[src/rtl/lock_seq_pkg.sv]
// Shared state encoding and constants for the PDH lock-acquisition sequencer.
package lock_seq_pkg;

    typedef enum logic [2:0] {
        ST_IDLE   = 3'd0,
        ST_SWEEP  = 3'd1,
        ST_ENGAGE = 3'd2,
        ST_SETTLE = 3'd3,
        ST_LOCKED = 3'd4,
        ST_FAULT  = 3'd5
    } lock_state_t;

    localparam logic [13:0] DAC_MIDSCALE = 14'h2000;
    localparam logic [7:0]  LOSS_CNT_MAX = 8'd255;

endpackage

[src/rtl/lock_qual_counter.sv]
// Consecutive-cycle qualifier: done fires on the cycle the hold-th consecutive hit arrives.
module lock_qual_counter #(
    parameter int WIDTH = 16
) (
    input  logic             clk,
    input  logic             rst,
    input  logic             clear,
    input  logic             hit,
    input  logic [WIDTH-1:0] hold,
    output logic             done
);

    logic [WIDTH-1:0] cnt_q;
    logic [WIDTH-1:0] cnt_d;
    logic [WIDTH:0]   hold_eff;
    logic [WIDTH:0]   cnt_inc;

    always_comb begin
        hold_eff = (hold == '0) ? (WIDTH+1)'(1) : {1'b0, hold};
        cnt_inc  = {1'b0, cnt_q} + (WIDTH+1)'(1);
        // Combinational so the owning FSM can transition on the qualifying edge itself.
        done     = hit && !clear && (cnt_inc >= hold_eff);
        cnt_d    = cnt_q;
        if (clear || !hit || done) begin
            cnt_d = '0;
        end else begin
            cnt_d = cnt_inc[WIDTH-1:0];
        end
    end

    always_ff @(posedge clk or posedge rst) begin
        if (rst) begin
            cnt_q <= '0;
        end else begin
            cnt_q <= cnt_d;
        end
    end

endmodule

[src/rtl/lock_sequencer.sv]
// Sweeps the laser DAC until transmission crosses threshold, then hands off to the PID
// and supervises the lock with optional automatic relock.
module lock_sequencer
    import lock_seq_pkg::*;
#(
    parameter int DAC_WIDTH   = 14,
    parameter int SIG_WIDTH   = 16,
    parameter int DWELL_WIDTH = 16
) (
    input  logic                   clk,
    input  logic                   rst,
    input  logic                   start_i,
    input  logic                   abort_i,
    input  logic                   auto_relock_i,
    input  logic [DAC_WIDTH-1:0]   sweep_min_i,
    input  logic [DAC_WIDTH-1:0]   sweep_max_i,
    input  logic [DAC_WIDTH-1:0]   sweep_step_i,
    input  logic [DWELL_WIDTH-1:0] dwell_i,
    input  logic [DWELL_WIDTH-1:0] hold_i,
    input  logic [SIG_WIDTH-1:0]   lock_thresh_i,
    input  logic [SIG_WIDTH-1:0]   unlock_thresh_i,
    input  logic [SIG_WIDTH-1:0]   trans_i,
    output logic [DAC_WIDTH-1:0]   dac_o,
    output logic                   dac_sel_o,
    output logic                   pid_enable_o,
    output logic                   pid_rst_o,
    output logic                   locked_o,
    output logic                   cfg_err_o,
    output logic [DAC_WIDTH-1:0]   res_code_o,
    output logic [7:0]             loss_cnt_o,
    output logic [2:0]             state_o
);

    localparam logic [DAC_WIDTH-1:0] DAC_RESET = DAC_WIDTH'(DAC_MIDSCALE);

    lock_state_t state_q, state_d;
    logic [DAC_WIDTH-1:0]   dac_q, dac_d;
    logic [DAC_WIDTH-1:0]   res_q, res_d;
    logic [7:0]             loss_q, loss_d;
    logic                   cfg_err_q, cfg_err_d;
    logic                   sel_q, sel_d;
    logic                   pid_rst_q, pid_rst_d;
    logic                   locked_q, locked_d;
    logic [DWELL_WIDTH-1:0] dwell_cnt_q, dwell_cnt_d;

    logic [DAC_WIDTH-1:0]   min_q, max_q, step_q;
    logic [DWELL_WIDTH-1:0] dwell_q, hold_q;
    logic [SIG_WIDTH-1:0]   lock_th_q, unlock_th_q;
    logic                   cfg_load;

    logic [DAC_WIDTH:0]     dac_next;
    logic                   trans_ge_lock, trans_lt_unlock;
    logic                   lock_clear, lock_hit, lock_done;
    logic                   loss_clear, loss_done;
    logic                   lost;

    assign trans_ge_lock   = $signed(trans_i) >= $signed(lock_th_q);
    assign trans_lt_unlock = $signed(trans_i) <  $signed(unlock_th_q);

    // One qualifier serves both acquisition (SWEEP) and the settle window (SETTLE).
    assign lock_clear = !(state_q == ST_SWEEP || state_q == ST_SETTLE);
    assign lock_hit   = (state_q == ST_SETTLE) ? !trans_lt_unlock : trans_ge_lock;
    assign loss_clear = (state_q != ST_LOCKED);

    lock_qual_counter #(.WIDTH(DWELL_WIDTH)) u_lock_qual (
        .clk   (clk),
        .rst   (rst),
        .clear (lock_clear),
        .hit   (lock_hit),
        .hold  (hold_q),
        .done  (lock_done)
    );

    lock_qual_counter #(.WIDTH(DWELL_WIDTH)) u_loss_qual (
        .clk   (clk),
        .rst   (rst),
        .clear (loss_clear),
        .hit   (trans_lt_unlock),
        .hold  (hold_q),
        .done  (loss_done)
    );

    always_comb begin
        state_d     = state_q;
        dac_d       = dac_q;
        res_d       = res_q;
        loss_d      = loss_q;
        cfg_err_d   = cfg_err_q;
        dwell_cnt_d = dwell_cnt_q;
        cfg_load    = 1'b0;
        lost        = 1'b0;
        dac_next    = {1'b0, dac_q} + {1'b0, step_q};

        if (abort_i) begin
            state_d     = ST_IDLE;
            cfg_err_d   = 1'b0;
            dwell_cnt_d = '0;
        end else begin
            case (state_q)
                ST_IDLE, ST_FAULT: begin
                    if (start_i) begin
                        cfg_load = 1'b1;
                        if (sweep_min_i > sweep_max_i) begin
                            state_d   = ST_FAULT;
                            cfg_err_d = 1'b1;
                        end else begin
                            state_d     = ST_SWEEP;
                            dac_d       = sweep_min_i;
                            cfg_err_d   = 1'b0;
                            dwell_cnt_d = '0;
                        end
                    end
                end
                ST_SWEEP: begin
                    // Detection takes precedence over a coincident dwell step.
                    if (lock_done) begin
                        res_d       = dac_q;
                        state_d     = ST_ENGAGE;
                        dwell_cnt_d = '0;
                    end else if (dwell_cnt_q == dwell_q - DWELL_WIDTH'(1)) begin
                        dwell_cnt_d = '0;
                        dac_d       = (dac_next > {1'b0, max_q}) ? min_q : dac_next[DAC_WIDTH-1:0];
                    end else begin
                        dwell_cnt_d = dwell_cnt_q + DWELL_WIDTH'(1);
                    end
                end
                ST_ENGAGE: begin
                    state_d = ST_SETTLE;
                end
                ST_SETTLE: begin
                    if (trans_lt_unlock) begin
                        lost = 1'b1;
                    end else if (lock_done) begin
                        state_d = ST_LOCKED;
                    end
                end
                ST_LOCKED: begin
                    if (loss_done) begin
                        lost = 1'b1;
                    end
                end
                default: begin
                    state_d = ST_IDLE;
                end
            endcase
        end

        if (lost) begin
            loss_d = (loss_q == LOSS_CNT_MAX) ? loss_q : loss_q + 8'd1;
            if (auto_relock_i) begin
                state_d     = ST_SWEEP;
                dac_d       = min_q;
                dwell_cnt_d = '0;
            end else begin
                state_d = ST_FAULT;
                dac_d   = res_q;
            end
        end

        sel_d     = (state_d == ST_ENGAGE) || (state_d == ST_SETTLE) || (state_d == ST_LOCKED);
        pid_rst_d = (state_d == ST_ENGAGE);
        locked_d  = (state_d == ST_LOCKED);
    end

    always_ff @(posedge clk or posedge rst) begin
        if (rst) begin
            state_q     <= ST_IDLE;
            dac_q       <= DAC_RESET;
            res_q       <= DAC_RESET;
            loss_q      <= '0;
            cfg_err_q   <= 1'b0;
            sel_q       <= 1'b0;
            pid_rst_q   <= 1'b0;
            locked_q    <= 1'b0;
            dwell_cnt_q <= '0;
        end else begin
            state_q     <= state_d;
            dac_q       <= dac_d;
            res_q       <= res_d;
            loss_q      <= loss_d;
            cfg_err_q   <= cfg_err_d;
            sel_q       <= sel_d;
            pid_rst_q   <= pid_rst_d;
            locked_q    <= locked_d;
            dwell_cnt_q <= dwell_cnt_d;
        end
    end

    // Zero step/dwell are stored as 1 so the sweep datapath never sees them.
    always_ff @(posedge clk or posedge rst) begin
        if (rst) begin
            min_q       <= '0;
            max_q       <= '0;
            step_q      <= '0;
            dwell_q     <= '0;
            hold_q      <= '0;
            lock_th_q   <= '0;
            unlock_th_q <= '0;
        end else if (cfg_load) begin
            min_q       <= sweep_min_i;
            max_q       <= sweep_max_i;
            step_q      <= (sweep_step_i == '0) ? DAC_WIDTH'(1) : sweep_step_i;
            dwell_q     <= (dwell_i == '0) ? DWELL_WIDTH'(1) : dwell_i;
            hold_q      <= hold_i;
            lock_th_q   <= lock_thresh_i;
            unlock_th_q <= unlock_thresh_i;
        end
    end

    assign dac_o        = dac_q;
    assign dac_sel_o    = sel_q;
    assign pid_enable_o = sel_q;
    assign pid_rst_o    = pid_rst_q;
    assign locked_o     = locked_q;
    assign cfg_err_o    = cfg_err_q;
    assign res_code_o   = res_q;
    assign loss_cnt_o   = loss_q;
    assign state_o      = state_q;

endmodule

[config.mk]
export PLATFORM = sky130hd
export DESIGN_NAME = lock_sequencer
export DESIGN_NICKNAME = d
export VERILOG_FILES = /design/src/rtl/lock_seq_pkg.sv /design/src/rtl/lock_qual_counter.sv /design/src/rtl/lock_sequencer.sv
export SDC_FILE = /design/constraint.sdc
export NUM_CORES = 1
export LEC_CHECK = 0
export CAP_MARGIN = 20
export CORE_ASPECT_RATIO = 0.7
export CORE_MARGIN = 2
export CORE_UTILIZATION = 40
export CTS_CLUSTER_DIAMETER = 60
export DETAILED_ROUTE_END_ITERATION = 10
export SLEW_MARGIN = 40
export SYNTH_ARGS = -nofsm -noshare
export SYNTH_HDL_FRONTEND = slang
export SYNTH_HIERARCHICAL = 1
export SYNTH_SLANG_ARGS = --single-unit
export TNS_END_PERCENT = 10
[constraint.sdc]
create_clock -name clk -period 5.5 [get_ports clk]
set_input_delay 0.55 -clock clk [delete_from_list [all_inputs] [get_ports clk]]
set_output_delay 0.55 -clock clk [all_outputs]
set_load 0.01 [all_outputs]
# == Yosys cells after proc, flatten, opt, wreduce, memory -nomap -nowiden ==
# Cells that the tools add are included.
# word_totals
ff_bits,197
in_bits,127
output_inout_bits,44
# classes
n_addsub,6
order_cmp,6
n_eq_ne,16
muxes,43
bitwise,2
reduce_logical,27
# ops
op,n
2-to-1 mux 16 bit,11
2-to-1 mux 14 bit,9
adder 16 x 1 -> 17 bit (second input constant),2
greater-or-equal comparator 17 bit,2
zero test 16 bit,2
one-hot mux 16 bit (2 select lines),1
one-hot mux 14 bit (2 select lines),1
2-to-1 mux 3 bit,8
adder 16 x 1 -> 16 bit (second input constant),1
equality test 16 bit,1
greater-or-equal comparator 16 bit,1
< comparator 16 bit,1
subtractor 16 x 1 -> 16 bit (second input constant),1
adder 14 x 14 -> 15 bit,1
greater-than comparator 15 x 14 -> 1 bit,1
one-hot mux 3 bit (5 select lines),1
greater-than comparator 14 bit,1
zero test 14 bit,1
equality test 3 x 2 -> 1 bit (second input constant),4
!= test 3 bit (second input constant),4
2-to-1 mux 1 bit,11
equality test 3 bit (second input constant),3
adder 8 x 1 -> 8 bit (second input constant),1
equality test 8 bit (second input constant),1
15 further kinds,30

# == Longest topological paths before layout ==
# depth
word_depth,13
mapped_depth,18

# == Hierarchy ==
# The synthesis kept the hierarchy.
# by_module_without_submodules
mod,instances,cells_each,area_per_inst_um2,seq_area_each_um2
lock_sequencer,1,1096,9761.9,4131.5
lock_qual_counter,2,139,1293.7,400.4

# == Worst setup path after synthesis ==
# OpenSTA, ideal clock, no wires.
# synth_path
path_type,register to register
startpoint,"reg dac_q[0], in the netlist dac_o[0]"
endpoint,"reg dac_q[0], in the netlist dac_o[0]"
setup_time_ns,0.126
arrival_time_ns,3.774
t_required_ns,5.374
setup_slack_ns,1.600
stages_incl_launch_ff,18
n_path_buf,1
period_less_slack_ns,3.900
path_cell_list,dfrtp_1 -> ha_1 -> inv_1 -> fa_1 -> nor2b_1 -> o31a_1 -> or4_1 -> a311oi_1 -> xnor2_1 -> ha_1 -> a21oi_1 -> o211ai_1 -> o21ai_0 -> nand3_1 -> buf_2 -> mux2i_1 -> o21ai_0 -> a221o_1
# synth_via
elab_chain_cells,8
# synth_lines
item,line_no,source
"start, declared",lock_sequencer.sv:37,"logic [DAC_WIDTH-1:0] dac_q, dac_d;"
"start signal, assigned",lock_sequencer.sv:168,dac_q <= DAC_RESET;
"start signal, assigned",lock_sequencer.sv:178,dac_q <= dac_d;
adder 14 x 14 -> 15 bit *,lock_sequencer.sv:92,"dac_next = {1'b0, dac_q} + {1'b0, step_q};"
greater-than comparator 15 x 14 -> 1 bit,lock_sequencer.sv:122,"dac_d = (dac_next > {1'b0, max_q}) ? min_q : dac_next[DAC_WIDTH-1:0];"
2-to-1 mux 14 bit *,lock_sequencer.sv:122,
2-to-1 mux 14 bit *,lock_sequencer.sv:120,end else if (dwell_cnt_q == dwell_q - DWELL_WIDTH'(1)) begin
2-to-1 mux 14 bit *,lock_sequencer.sv:116,if (lock_done) begin
one-hot mux 14 bit (2 select lines) *,lock_sequencer.sv:99,case (state_q)
2-to-1 mux 14 bit *,lock_sequencer.sv:94,if (abort_i) begin
2-to-1 mux 14 bit *,lock_sequencer.sv:148,if (lost) begin
# Mark *: on every way between the ends. The rest lies on a longest branch, timed or not. The select of a mux whose other input is x is not followed.
# A chain may end at the register's enable or synchronous reset.

# == Worst setup path after layout ==
# layout_path
startpoint,"reg dac_q[0], in the netlist dac_o[0]"
endpoint,"reg dac_q[1], in the netlist dac_o[1]"
# Same word-level chain as after synthesis.

==> results.txt <==
----------------------------------------------------
[STA]
  Final setup TNS ... 0 ns
  Normalized max-slew margin ... 0.484
  Final hold viol count ... 0
  Slew Limit Fails ... 0
  Achievable clock frequency ... approximately 220 MHz
  Tmin final ... 4.55 ns
  Fin Clk Skew ... 0.0114 ns
  Hold slack ... between 0.4 and 0.5 ns
  Final setup viols ... 0
  Tightest Pin Transition ... just under 0.8 ns
  Final critical-path share of the clock period ... 0.827
  Unrepaired setup endpoints after global routing ... no

[Pwr]
  Maximum resistive drop on vdd ... 0.000248 V
  Power Internal ... approximately 3400 uW
  Pwr dens ... ~360 nW/um^2
  Lkg Pwr ... roughly 0.0070 uW
  Switching pwr ... roughly 2100 uW
  Share of total power consumed by net switching ... 0.384
  Share of power burned in registers ... 0.358
  Portion of total power attributed to the clock network ... 0.218
  Total power consumption of the routed design ... roughly 5400 uW
  Power share of the combinational group ... 0.424

[Global route]
  Vias in the first global route ... between 9,000 and 10,000
  Pin count of the biggest net entering global routing ... 85
  Number of antenna violations at the first check in global routing ... 3
  All-layer global routing usage ... 0.217
  Global-route wire length before repair ... roughly 55 mm
  Global-route congestion overflow total ... 0

[Setup path]
  Worst reg2reg endpoint ... dac_o[1]$_DFFE_PP0P_
  Critical Path RT ... approximately 6 ns
  Arrival time at the worst endpoint ... roughly 4.9 ns
  Capturing element type of the critical path ... flop
  CP Launch Type ... flop
  Kind of critical path ... flop to flop
  Register-to-Register Setup Slack ... 0.95 ns
  Cell count of the worst reg-to-reg path ... 18
  Reg-to-reg startpoint ... dac_o[0]$_DFFE_PP0P_
  Worst-path maximum fanout ... 9

[Detailed routing]
  DRT Wirelength ... approximately 34 mm
  Post-Route M1 WL ... between 15 and 20 mm
  Number of iterations in the first detailed-routing pass ... 5
  Violation count after the first detailed-routing iteration ... just over 800
  Detail Route Antenna Nets ... 0
  Vias per cell ... approximately 5.3
  Drt wl/cell ... ~18 um
  Met2 Wirelength ... roughly 14 mm
  Count of vias placed by the detailed router ... 10,300
  Metal3 WL ... between 1.5 and 2 mm
  Top layer in use ... met5
  Remaining routing DRC violations ... 0

[Clock network]
  Clock network latency to the later pin of the worst-skew pair ... around 0.45 ns
  Clk sinks ... 197
  Buffers inserted during post-CTS setup optimization ... 0
  TritonCTS clock tree ... built
  H-tree levels ... 4
  Cell at the root of the clock tree ... clkbuf_16
  Number of hold buffers added after CTS ... 0
  Gates resized, CTS repair ... 0
  Clock-pin slew of the registers on the worst-case setup and hold paths ... 0.08 ns
  Clock buffers created by TritonCTS ... 17
  CTS max path bufs ... 2

[Cells and area]
  Fraction of layout cells with a size suffix above 1 ... 0.0513
  Core Util, Final ... 0.498
  Number of nets at the end of the flow ... approximately 1,800
  Area added between synthesis and finish ... 21.6%

[Yosys]
  Async set or reset register ratio after synthesis ... 1.00
  Mapped Cells ... between 1,000 and 1,500
  Syn nets ... 1,612
  Number of synthesized register bits ... 197
  Avg Inst Size Synth ... 8.99 sq um
  Portion of the post-synthesis area used by sequential elements ... 0.399
  Post-synth EDFFs ... 0
  Top flip-flop cell by instance count after synthesis ... dfrtp_1
  Post-synthesis cell type count ... 79
  Synthesized area ... between 10,000 and 15,000 sq um
  Count of synthesis-stage warnings from yosys ... 6

[Hold path]
  Cell depth of the worst min-delay path ... 2
  Path type of the worst min-delay path ... flop to flop
  WHS Endpoint ... unlock_th_q[0]$_DFFE_PP0P_
  Critical hold path startpoint ... unlock_th_q[0]$_DFFE_PP0P_

[Floorplanning]
  Height of the die ... roughly 150 um
  Die Wd ... roughly 210 um
  Core Rows ... 53
  Initial core utilization ... 0.409
  Number of placed I/O pins ... between 150 and 200
  Core area ... 30,200 sq um
  Floorplan die area ... roughly 32,000 sq um

[Place]
  Port Buffers ... 170
  HPWL after detailed placement ... 25.7 mm
  Last weighted congestion value of the routability-driven placer ... just under 0.9

[Status]
  Result of the run ... finished clean

[Job]
  Number of max-cap violations ... 0

----------------------------------------------------
## metrics by stage
step                      instances  setup slack (ns)  area [sq um]
after floorplan                1374             0.492         12300
final                          1954             0.951         15000
after global placement         1921              1.19         14500
after global routing           1954             0.574         15000
after CTS                      1953              1.02         15000
after detailed placement       1921              1.04         14500
## cell usage after synthesis, types with 15 or more instances
library cell | n | area share
inv_1 | 117 | 0.036
nor2_1 | 56 | 0.017
o21ai_0 | 78 | 0.032
nand2_1 | 271 | 0.082
a21oi_1 | 54 | 0.022
xnor2_1 | 44 | 0.031
and3_1 | 15 | 0.0076
a21o_1 | 19 | 0.012
nor4_1 | 18 | 0.0091
a311oi_1 | 15 | 0.011
nand2b_1 | 18 | 0.0091
nand3_1 | 31 | 0.013
mux2i_1 | 28 | 0.023
nand4_1 | 28 | 0.014
nor2b_1 | 37 | 0.019
clkbuf_1 | 32 | 0.0097
xor2_1 | 21 | 0.015
ha_1 | 110 | 0.11
dfrtp_1 | 195 | 0.40
## flip-flops by register name, summed over array words and instances, names as in the netlist, 14 cells and up
name and cells:
res_code_o 14, lock_th_q 16, max_q 14, hold_q 16, dac_o 14, step_q 14
u_lock_qual/cnt_q 16, u_loss_qual/cnt_q 16, dwell_cnt_q 16, dwell_q 16, min_q 14, unlock_th_q 16
## per-layer routing
metal  GRT usage  vias to the layer above
li1            -                     5101
met1       0.329                     4892
met2       0.317                      258
met3      0.0390                       29
met4      0.0545                        4
met5           0                        -
## worst max-delay path, cell delays in order (launching register included)
cell      delay (ns)
dfrtp_1         0.40
ha_1            0.22
inv_1           0.07
fa_1            0.39
nor2b_1         0.17
o31a_1          0.23
o221ai_1        0.18
a32oi_1         0.26
xor2_1          0.25
ha_1            0.29
a21o_1          0.17
a21oi_1         0.18
o211ai_1        0.11
o21ai_0         0.20
nand3_1         0.40
buf_4           0.35
nand3_1         0.09
o311ai_0        0.14
a221o_1         0.32
## how the worst max path moves through the flow
stage | from | endpoint | slack [ns] | cells after the start
finish | dac_o[0]$_DFFE_PP0P_ | dac_o[1]$_DFFE_PP0P_ | 0.95 | 18
global route | dac_o[0]$_DFFE_PP0P_ | dac_o[4]$_DFFE_PP0P_ | 0.57 | 18
CTS | dac_o[0]$_DFFE_PP0P_ | dac_o[4]$_DFFE_PP0P_ | 1.02 | 18
detailed placement | dac_o[0]$_DFFE_PP0P_ | dac_o[4]$_DFFE_PP0P_ | 1.04 | 18
global placement | dac_o[0]$_DFFE_PP0P_ | dac_o[2]$_DFFE_PP0P_ | 1.19 | 18
floorplan | rst | cfg_err_o$_DFFE_PP0P_ | 0.49 | 1
## final cells by class
class	instances	area, sq um
multi-input combinational	1014	6780
clock inverter	10	76.3
tap	412	515
inverter	117	447
antenna	1	2.50
sequential	197	4930
clock buffer	22	464
fill	2872	15200
timing repair buffer	181	1800
## cells in the final DEF (no fill, tap or decap), types with 6 or more instances in the layout
master           synthesis  routed
a311oi_1                15      15
a22o_1                  13      13
nor2_1                  56      55
nor3_1                  14      13
nor4_1                  18      18
dfrtp_1                195     195
buf_4                    3      10
nand3_1                 31      31
xor2_1                  21      21
o211ai_1                 6       6
clkdlybuf4s50_1          0     170
a211oi_1                11      11
a31oi_1                  9       9
clkbuf_16                0      17
nor2b_1                 37      37
and2_1                   7       7
o21ai_0                 78      78
nand2_1                271     271
xnor2_1                 44      44
a21oi_1                 54      54
inv_1                  117     116
o21a_1                   7       7
a21o_1                  19      19
a221o_1                 14      14
ha_1                   110     110
nand4_1                 28      28
and3_1                  15      15
mux2i_1                 28      28
nand2b_1                18      18
## power by group through the flow
stage	combinational, uW	clock (uW)	sequential [uW]
finish	2310	1190	1950
global placement	2250	0	1970
global route	2580	1280	1990
detailed placement	2290	0	1970
CTS	2310	1230	1950
floorplan	1610	0	1900
## cell families (layout without fill, tap and decap cells)
| group | count (synthesis) | count (layout) | share of synthesized area |
|---|---|---|---|
| flops | 197 | 197 | 0.399 |
| compound gates | 270 | 270 | 0.151 |
| xor+xnor | 67 | 67 | 0.0487 |
| other cells | 0 | 1 | 0 |
| simple gates | 537 | 537 | 0.212 |
| buf+inv | 163 | 330 | 0.0528 |
| mux | 29 | 29 | 0.0236 |
| fa+ha+maj | 111 | 111 | 0.113 |
No activity file was read; power rests on OpenSTA's default activity.
